**src/rtl/pwm_fade_ramp.sv**
```systemverilog
// pwm_fade_ramp: slews the PWM level one LSB per prescaled step, as a one-shot ramp or a continuous breathe triangle.
module pwm_fade_ramp #(
  parameter int RATE_WIDTH = 16
) (
  input  logic                  clock,
  input  logic                  reset,
  input  logic [7:0]            target,
  input  logic [RATE_WIDTH-1:0] rate,
  input  logic                  load,
  input  logic                  breathe,
  output logic [7:0]            level,
  output logic                  busy,
  output logic                  done
);
  typedef enum logic [2:0] {IDLE, RAMP_UP, RAMP_DOWN, BR_UP, BR_DOWN} state_t;
  state_t state, state_n, toward;
  logic [7:0] target_r, target_n, level_n, stepped;
  logic [RATE_WIDTH-1:0] rate_r, rate_n, presc, presc_n;
  logic done_n, tick, up, ramp;
  assign tick = (state != IDLE) && (presc == rate_r - RATE_WIDTH'(1));
  assign ramp = (state == RAMP_UP) || (state == RAMP_DOWN);
  assign up = (state == RAMP_UP) || (state == BR_UP);
  assign stepped = up ? ((level == 8'hff) ? level : level + 8'd1)
                      : ((level == 8'd0) ? level : level - 8'd1);
  assign toward = (level < target_r) ? RAMP_UP : (level > target_r) ? RAMP_DOWN : IDLE;
  always_comb begin
    state_n = state;
    level_n = level;
    target_n = target_r;
    rate_n = rate_r;
    done_n = 1'b0;
    presc_n = (state == IDLE || tick) ? '0 : presc + RATE_WIDTH'(1);
    if (load) begin
      target_n = target;
      rate_n = (rate == '0) ? RATE_WIDTH'(1) : rate;
      presc_n = '0;
      state_n = breathe ? ((level < target) ? BR_UP : BR_DOWN)
              : (level < target) ? RAMP_UP : (level > target) ? RAMP_DOWN : IDLE;
      done_n = !breathe && (level == target);
    end else if (state == IDLE) begin
      if (breathe) state_n = (level < target_r) ? BR_UP : BR_DOWN;
    end else if (ramp) begin
      if (tick) level_n = stepped;
      if (breathe) state_n = (level_n < target_r) ? BR_UP : BR_DOWN;
      else if (tick && stepped == target_r) begin
        state_n = IDLE;
        done_n = 1'b1;
      end
    end else if (!breathe) begin
      state_n = toward;
      done_n = (toward == IDLE);
    end else if (tick) begin
      // a zero peak parks the triangle at 0 in BR_DOWN instead of bouncing
      level_n = stepped;
      if (up && stepped >= target_r) state_n = BR_DOWN;
      else if (!up && stepped == 8'd0 && target_r != 8'd0) state_n = BR_UP;
    end
  end
  always_ff @(posedge clock or posedge reset) begin
    if (reset) begin
      state <= IDLE;
      level <= 8'd0;
      busy <= 1'b0;
      done <= 1'b0;
      target_r <= 8'd0;
      rate_r <= RATE_WIDTH'(1);
      presc <= '0;
    end else begin
      state <= state_n;
      level <= level_n;
      busy <= (state_n != IDLE);
      done <= done_n;
      target_r <= target_n;
      rate_r <= rate_n;
      presc <= presc_n;
    end
  end
endmodule

```
**config.mk**
```make
export PLATFORM = sky130hd
export DESIGN_NAME = pwm_fade_ramp
export DESIGN_NICKNAME = d
export VERILOG_FILES = /design/src/rtl/pwm_fade_ramp.sv
export SDC_FILE = /design/constraint.sdc
export NUM_CORES = 1
export LEC_CHECK = 0
export CAP_MARGIN = 0
export CORE_ASPECT_RATIO = 1.4
export CORE_MARGIN = 2
export CORE_UTILIZATION = 40
export CTS_CLUSTER_DIAMETER = 30
export DETAILED_ROUTE_END_ITERATION = 7
export GPL_TIMING_DRIVEN = 0
export SYNTH_ARGS = -nofsm -noshare
export SYNTH_HDL_FRONTEND = slang
export SYNTH_SLANG_ARGS = --single-unit
```
**constraint.sdc**
```tcl
create_clock -name clock -period 14 [get_ports clock]
set_input_delay 2.1 -clock clock [delete_from_list [all_inputs] [get_ports clock]]
set_output_delay 2.1 -clock clock [all_outputs]
set_load 0.05 [all_outputs]
```
== After elaboration in Yosys (flattened, before gate mapping) ==
Cells that the tools add are included.

* Register bits: 53
* Output and inout bits: 10
* Word-level logic and storage cells: 83

* Add/sub/neg operators: 4
* Magnitude comparators: 6
* Eq/ne operators: 7
* Multiplexer cells: 36
* Bitwise operators: 2
* Reductions and logical operators: 21

{| class="wikitable"
|+ Operator list
! operator !! number
|-
| $mux 8 || 9
|-
| $mux 16 || 3
|-
| $mux 3 || 14
|-
| $lt 8x8->1 || 3
|-
| $add 16x1->16 const B || 1
|-
| $eq 16x16->1 || 1
|-
| $eq 8x8->1 || 2
|-
| $gt 8x8->1 || 2
|-
| $logic_not 16->1 || 1
|-
| $logic_not 8->1 || 2
|-
| $sub 16x1->16 const B || 1
|-
| $add 8x1->8 const B || 1
|-
| $eq 8x8->1 const B || 1
|-
| $ge 8x8->1 || 1
|-
| $mux 2 || 4
|-
| $reduce_bool 8->1 || 1
|-
| $sub 8x1->8 const B || 1
|-
| $eq 3x2->1 const B || 2
|-
| $logic_and 1x1->1 || 6
|-
| $logic_not 3->1 || 2
|-
| $mux 1 || 6
|-
| $reduce_bool 3->1 || 2
|-
| $eq 3x1->1 const B || 1
|-
| $logic_or 1x1->1 || 3
|-
| 4 further kinds || 6
|}

== Longest topological paths before layout ==
Gate-level depths: netlist of the first run.

* Depth after elaboration: 14
* Depth in mapped cells: 20

== Worst setup path before layout of the first run ==
OpenSTA, ideal clock, no wires.

* Path type: register to register
* Start point: register rate_r[0]
* End point: register busy
* Data arrival time: 4.547 ns
* Required time: 13.861 ns
* Path slack: 9.315 ns
* Cell stages (with the launch flop): 21
* Buffers on the path: 1
* Path through: dfstp_2 > inv_1 > ha_1 > nor3b_2 > xnor2_1 > nand3_1 > a31o_1 > a211o_1 > or3b_1 > buf_2 > mux2_1 > ha_1 > a21o_1 > a21oi_1 > nand4b_1 > nor4_1 > o21a_1 > nor3_1 > nor3b_1 > o21a_1 > or4b_1

* Cells in the longest elaborated chain, start to end: 14

{| class="wikitable"
|+ RTL lines
! element !! RTL line !! source
|-
| start: declaration || 18 || <nowiki>logic [RATE_WIDTH-1:0] rate_r, rate_n, presc, presc_n;</nowiki>
|-
| start signal: assignment || 74 || <nowiki>rate_r <= rate_n;</nowiki>
|-
| $sub 16x1->16 (*) || 20 || <nowiki>assign tick = (state != IDLE) && (presc == rate_r - RATE_WIDTH'(1));</nowiki>
|-
| $eq 16x16->1 (*) || 20 ||
|-
| $logic_and 1x1->1 (*) || 20 ||
|-
| $mux 8 || 43 || <nowiki>if (tick) level_n = stepped;</nowiki>
|-
| $mux 8 || 42 || <nowiki>end else if (ramp) begin</nowiki>
|-
| $mux 8 || 40 || <nowiki>end else if (state == IDLE) begin</nowiki>
|-
| $mux 8 || 33 || <nowiki>if (load) begin</nowiki>
|-
| $lt 8x8->1 || 44 || <nowiki>if (breathe) state_n = (level_n < target_r) ? BR_UP : BR_DOWN;</nowiki>
|-
| $mux 3 (2 in a row) || 44 ||
|-
| $mux 3 (*) || 42 ||
|-
| $mux 3 (*) || 40 ||
|-
| $mux 3 (*) || 33 ||
|-
| via state_n[2] || 16 || <nowiki>state_t state, state_n, toward;</nowiki>
|-
| $reduce_bool 3->1 (*) || 71 || <nowiki>busy <= (state_n != IDLE);</nowiki>
|-
| end signal: assignment || 71 ||
|-
| end: declaration || 12 || <nowiki>output logic busy,</nowiki>
|}

Mark *: on every way through the listed nets, which the timed path passes. The rest lies on a longest branch. The select of a mux whose other input is x is not followed.
A chain may end at the register's enable or synchronous reset.

== Worst setup path after layout of the first run ==
* Start point: register rate_r[1]
* End point: register busy

Same word-level chain as after synthesis.

==> impl_metrics.env, run 1 <==
export IMPL_drt_first_pass_iters=5
export IMPL_start_util_pct=41.30
export IMPL_reg2reg_depth=20
export IMPL_routed_wl_um=11550
export IMPL_critPathCaptureType="flip-flop"
export IMPL_ir_drop_mv=0.06154
export IMPL_clock_sinks=53
export IMPL_synthArstFlopShare_pct=100.0
export IMPL_leakagePower_nw=2.111
export IMPL_max_freq_mhz=188.1
export IMPL_pre_cts_ws_ns=8.734
export IMPL_yosysWarningCount=0
export IMPL_finalHoldViolCount=0
export IMPL_grt_pass1_vias=3910
export IMPL_cts_hold_buf=0
export IMPL_ant_nets=0
export IMPL_required_ns=14.15
export IMPL_clk_pin_slew_ns=0.07
export IMPL_slew_limit_headroom_pct=36.73
export IMPL_cts_root_buf="clkbuf_16"
export IMPL_grt_usage_pct=20.56
export IMPL_hold_path_class="flip-flop to flip-flop"
export IMPL_diodes=0
export IMPL_cts_buffer_depth=2
export IMPL_syn_inst=486
export IMPL_critPathKind="flip-flop to flip-flop"
export IMPL_synth_cell_types=71
export IMPL_post_synth_top_count_cell="dfrtp_1"
export IMPL_synth_edf_count=0
export IMPL_setup_viol=0
export IMPL_fp_dieW_um=91.84
export IMPL_yosysTopAreaCell="dfrtp_1"
export IMPL_syn_nets=550
export IMPL_drc=0
export IMPL_syn2layout_area_growth_pct=16.28
export IMPL_core_mm2=0.01046
export IMPL_status="complete, no violations"
export IMPL_rows=44
export IMPL_fp_dieArea_mm2=0.01166
export IMPL_synth_area_mm2=0.004320
export IMPL_slew_viol_final=0
export IMPL_die_h_um=127.0
export IMPL_ys_ff_latch=53
export IMPL_place_area_mm2=0.004883
export IMPL_numPortBuffers=37
export IMPL_grt_remaining_overflow=0
export IMPL_worstMarginPinSlew_ns=0.9427
export IMPL_synth_top_cell_area_share_pct=30.12
export IMPL_synth_commonest_cells="dfrtp_1 (52), nor2_1 (49), ha_1 (36), inv_1 (30), nand2_1 (28)"
export IMPL_fin_crit_ns=5.316
export IMPL_drt_iter0_drc=141
export IMPL_stdcell_area_mm2=0.005024
export IMPL_vias=3816
export IMPL_setup_tns_ns=0
export IMPL_place_hpwl_um=9049
export IMPL_vias_per_cell=5.696
export IMPL_grt_max_degree=29
export IMPL_layout_nets=595
export IMPL_synth_flop_cell="dfrtp_1"
export IMPL_cts_resized=0
export IMPL_ys_top_cells_by_area="dfrtp_1 (30%), ha_1 (10%), mux2_2 (5.5%)"
export IMPL_insertion_delay_ns=0.30
export IMPL_finalCritPeriodShare_pct=37.97
export IMPL_maxCapViolCount=0
export IMPL_grt_first_pass_wirelength_um=19140
export IMPL_routedWlPerCell_um=17.23
export IMPL_cts_htree_levels=2
export IMPL_drive_gt1_share_pct=10.15
export IMPL_cts_buffers=5
export IMPL_setup_slack_ns=8.684
export IMPL_cp_max_fo=9
export IMPL_holdPathStages=1
export IMPL_cp_arrival_ns=5.47
export IMPL_final_fill_count=1009
export IMPL_p_per_area_mw_per_mm2=106.6
export IMPL_routabilityCongestion=0.8871
export IMPL_yosysSeqAreaShare_pct=30.73
export IMPL_io_pins=38
export IMPL_rsz0062_at_grt="no"
export IMPL_antenna_found_initial=0
export IMPL_critPathLaunchType="flip-flop"
export IMPL_avgSynthCellArea_um2=8.890
export IMPL_cts_tree="done"
export IMPL_fin_skew_ns=0.007368
export IMPL_post_cts_buffers=0
per-stage QoR:
| stage | instances | hold WS (ns) | power (W) | util (%) |
|---|---|---|---|---|
| 2_1_floorplan | 486 | 0.4908 | 0.0003469 | - |
| 3_3_place_gp | 661 | 0.5161 | 0.0004049 | 46.50 |
| 3_5_place_dp | 662 | 0.5207 | 0.0004111 | 46.69 |
| 4_1_cts | 670 | 0.5362 | 0.0005389 | 48.03 |
| 5_1_grt | 670 | 0.5401 | 0.0005723 | 48.03 |
| 6_report | 670 | 0.5339 | 0.0005355 | 48.03 |
kinds of logic (layout without fill, tap and decap cells):
logic type	after synthesis	after routing	synth area share, %
AND/OR/NAND/NOR	188	188	23.72
XOR/XNOR	39	39	7.906
multiplexers	30	30	7.732
buffers and inverters	49	95	4.489
flip-flops	53	53	30.73
adder cells (fa/ha/maj)	36	36	10.43
AO/OA/AOI/OAI	91	91	15.00
worst max-delay path, stage by stage, from the launching register on:
cell and delay (ns):
dfrtp_1 0.44, inv_1 0.11, ha_1 0.20, nor3b_2 0.44, xnor2_1 0.17, nand3_1 0.09, a31o_1 0.23, a211o_1 0.32
or3b_1 0.38, buf_2 0.21, mux2_1 0.36, ha_1 0.32, a21o_1 0.19, a21oi_1 0.14, nand4b_1 0.20, nor4_1 0.27
o21a_1 0.16, nor3_1 0.06, nor3b_1 0.15, o21a_1 0.20, or4b_1 0.52
layer usage:
layer / track usage (%) / wire length [µm] / vias to the layer above
li1: - / - / 1860
met1: 21.98 / 4539 / 1831
met2: 39.84 / 6351 / 111
met3: 3.184 / 380 / 14
met4: 8.077 / 276 / 0
met5: 0 / 0 / -
final timing paths:
| kind | start | slack [ns] | to |
|---|---|---|---|
| worst min-delay path | rate_r[15] | 0.53 | rate_r[15] |
| worst max register to register | rate_r[1] | 8.68 | busy |
| max in group asynchronous | reset | 11.17 | rate_r[0] |
| min in group asynchronous | reset | 2.19 | done |
| worst min register to register | rate_r[15] | 0.53 | rate_r[15] |
| worst max-delay path | rate_r[1] | 8.68 | busy |
flip-flops by register name, indices dropped and copies added, names as in the netlist:
register and flops:
state 3, target_r 8, rate_r 16, level 8, presc 16, done 1, busy 1
cells in the final DEF, fill, tap and decap left out, types with 18 or more instances in the layout:
cell             synthesis  final
clkdlybuf4s50_1          0     37
mux2_2                  21     21
inv_1                   30     29
xnor2_1                 21     21
nand3_1                 22     22
xor2_1                  18     18
nand2_1                 28     28
ha_1                    36     36
dfrtp_1                 52     52
o21ai_0                 18     18
nor2_1                  49     49
power breakdown:
| group | total, W | switching [W] | internal (W) |
|---|---|---|---|
| combinational | 0.000220 | 0.000130 | 0.0000908 |
| clock | 0.000125 | 0.0000582 | 0.0000667 |
| sequential | 0.000190 | 0.0000220 | 0.000168 |
| total | 0.000536 | 0.000210 | 0.000326 |
layout make-up:
cell class                      instances  area, µm²  area share [%]
Tap cell                              138      172.7           3.437
Buffer                                 19      81.33           1.619
Sequential cell                        53       1328           26.43
Timing Repair Buffer                   38      390.4           7.771
Multi-Input combinational cell        384       2799           55.72
Clock buffer                            7      132.6           2.640
Clock inverter                          1      7.507          0.1494
Inverter                               30      112.6           2.242
(Power assumes the default switching activity.)
==> run 2: changes to the inputs <==
==> constraint.sdc (replaced) <==
create_clock -name clock -period 4.9 [get_ports clock]
set_input_delay 0.735 -clock clock [delete_from_list [all_inputs] [get_ports clock]]
set_output_delay 0.735 -clock clock [all_outputs]
set_load 0.05 [all_outputs]
==> run 2 against run 1 <==
Core utilization up 2.7 points. Die area unchanged. Register-to-register slack worse by 8.7 ns. Flip-flop and latch count unchanged. Critical path depth up 1. Clock-buffer cell count unchanged. Non-clock buffer count up 17. Hold slack about the same. Fmax up 8.7%. Critical path type unchanged. Largest power group unchanged. Highest routed layer unchanged.
==> impl_metrics.env, run 2 (synthesis results as in run 1) <==
export IMPL_max_freq_mhz=204.5
export IMPL_drt_met1_wl_um=4686
export IMPL_drive_gt1_share_pct=17.49
export IMPL_critPathCaptureType="flip-flop"
export IMPL_hold_path_class="flip-flop to flip-flop"
export IMPL_critPathKind="flip-flop to flip-flop"
export IMPL_insertion_delay_ns=0.30
export IMPL_vias_per_cell=5.600
export IMPL_grt_remaining_overflow=0
export IMPL_start_util_pct=41.30
export IMPL_grt_first_pass_wirelength_um=19290
export IMPL_cp_max_fo=7
export IMPL_routed_wl_met2_um=6557
export IMPL_fin_crit_ns=4.890
export IMPL_io_pins=38
export IMPL_clock_sinks=53
export IMPL_worstPathCellList="inv_2 > ha_4 > nor3b_4 > buf_4 > a211oi_2 > a41o_1 > nand2_1 > a211o_1 > or3b_1 > buf_6 > buf_6 > mux2_4 > ha_4 > nand2_2 > nand3b_1 > or3_1 > nor4_2 > nor3_2 > nor3b_2 > o21a_1 > or4b_4"
export IMPL_final_fill_count=994
export IMPL_setup_viol=0
export IMPL_required_ns=5.06
export IMPL_vias=3847
export IMPL_grt_usage_pct=20.72
export IMPL_critPathSlowestCell="dfstp_2"
export IMPL_drt_iter0_drc=188
export IMPL_ant_nets=0
export IMPL_p_per_area_mw_per_mm2=297.4
export IMPL_ff2ff_setup_slack_ns=0.01
export IMPL_leakagePower_nw=2.216
export IMPL_fin_skew_ns=0.008155
export IMPL_cp_top_family="simple AND/OR/NAND/NOR gates"
export IMPL_ir_drop_mv=0.1784
export IMPL_cts_root_buf="clkbuf_16"
export IMPL_die_h_um=127.0
export IMPL_largestRegisters="presc (16), rate_r (16)"
export IMPL_cts_buffers=5
export IMPL_cts_buffer_depth=2
export IMPL_syn2layout_area_growth_pct=22.70
export IMPL_mostFrequentLayoutCells="dfrtp_1 (49), nor2_1 (47), clkdlybuf4s50_1 (37), ha_1 (33)"
export IMPL_routedWlPerCell_um=17.38
export IMPL_stdcell_area_mm2=0.005301
export IMPL_worstMarginPinSlew_ns=0.9466
export IMPL_grt_pass1_vias=3959
export IMPL_dr_max_layer_used="met4"
export IMPL_fp_dieW_um=91.84
export IMPL_final_common_cell="dfrtp_1"
export IMPL_routed_wl_um=11940
export IMPL_rsz0062_at_grt="yes"
export IMPL_critPathBufInv=4
export IMPL_finalCritPeriodShare_pct=99.79
export IMPL_numPortBuffers=37
export IMPL_timing_hold_ws_ns=0.5337
export IMPL_status="complete, no violations"
export IMPL_routabilityCongestion=0.8871
export IMPL_clk_pin_slew_ns=0.07
export IMPL_place_hpwl_um=9049
export IMPL_critPathLaunchType="flip-flop"
export IMPL_grt_max_degree=29
export IMPL_cp_arrival_ns=5.05
export IMPL_drt_first_pass_iters=4
export IMPL_maxCapViolCount=0
export IMPL_diodes=0
export IMPL_fp_dieArea_mm2=0.01166
export IMPL_core_mm2=0.01046
export IMPL_antenna_found_initial=0
export IMPL_setup_tns_ns=0
export IMPL_slew_viol_final=0
export IMPL_cts_htree_levels=2
export IMPL_place_area_mm2=0.004883
export IMPL_cpPeakStageDelay_ns=0.56
export IMPL_cts_tree="done"
export IMPL_slew_limit_headroom_pct=36.47
export IMPL_rows=44
export IMPL_layout_nets=612
export IMPL_wl_met3_um=339
export IMPL_finalHoldViolCount=0
export IMPL_drc=0
## run 2: cell count changes in the layout (fill, tap and decap cells not counted), moves of 3 or more
| cell | change |
|---|---|
| ha_4 | +3 |
| buf_6 | +4 |
| nor4_1 | -3 |
| buf_4 | +15 |
| nor4_2 | +3 |
| mux2_1 | -3 |
| dfrtp_1 | -3 |
| ha_1 | -3 |
| dfrtp_2 | +3 |
## run 2: cell type report
class                           count  area (µm²)  share of cell area, %
Buffer                             18       83.83                  1.581
Inverter                           30       112.6                  2.124
Sequential cell                    53        1331                  25.11
Clock buffer                        7       132.6                  2.502
Multi-Input combinational cell    384        2924                  55.16
Timing Repair Buffer               56       536.8                  10.13
Clock inverter                      1       7.507                 0.1416
Tap cell                          138       172.7                  3.257
## run 2: what timing repair did
action,in CTS,in global routing
hold buffers,0,0
endpoints found under the setup margin,1,1
setup buffers,6,12
pin swaps,5,22
resized for setup,8,27
endpoints found under the hold margin,0,0
## run 2: per-layer routing
layer | up-vias | track usage (%)
li1 | 1891 | -
met1 | 1857 | 22.05
met2 | 81 | 39.27
met3 | 18 | 3.538
met4 | 0 | 9.658
met5 | - | 0
## run 2: report_power, final
| group | internal (W) | total [W] | switching [W] |
|---|---|---|---|
| Sequential | 0.000481 | 0.000549 | 0.0000674 |
| Combinational | 0.000283 | 0.000667 | 0.000384 |
| Clock | 0.000191 | 0.000361 | 0.000170 |
| Total | 0.000955 | 0.00158 | 0.000622 |
## run 2: per-stage QoR
stage	instances	util (%)	setup slack, ns	power, W
floorplan	486	-	0.2146	0.0009911
global placement	661	46.50	-0.3532	0.001157
detailed placement	662	46.69	-0.3657	0.001175
CTS	675	48.77	0.02638	0.001552
global route	687	50.68	-0.1229	0.001676
finish	687	50.68	0.01028	0.001577
## run 2: path summary, 6_finish.rpt
path | startpoint | to | cells past startpoint
setup / recovery | rate_r[0] | busy | 21
hold / removal | rate_r[15] | rate_r[15] | 1
setup reg to reg | rate_r[0] | busy | 21
hold reg to reg | rate_r[15] | rate_r[15] | 1
max in group asynchronous | reset | rate_r[0] | 3
min in group asynchronous | reset | done | 2
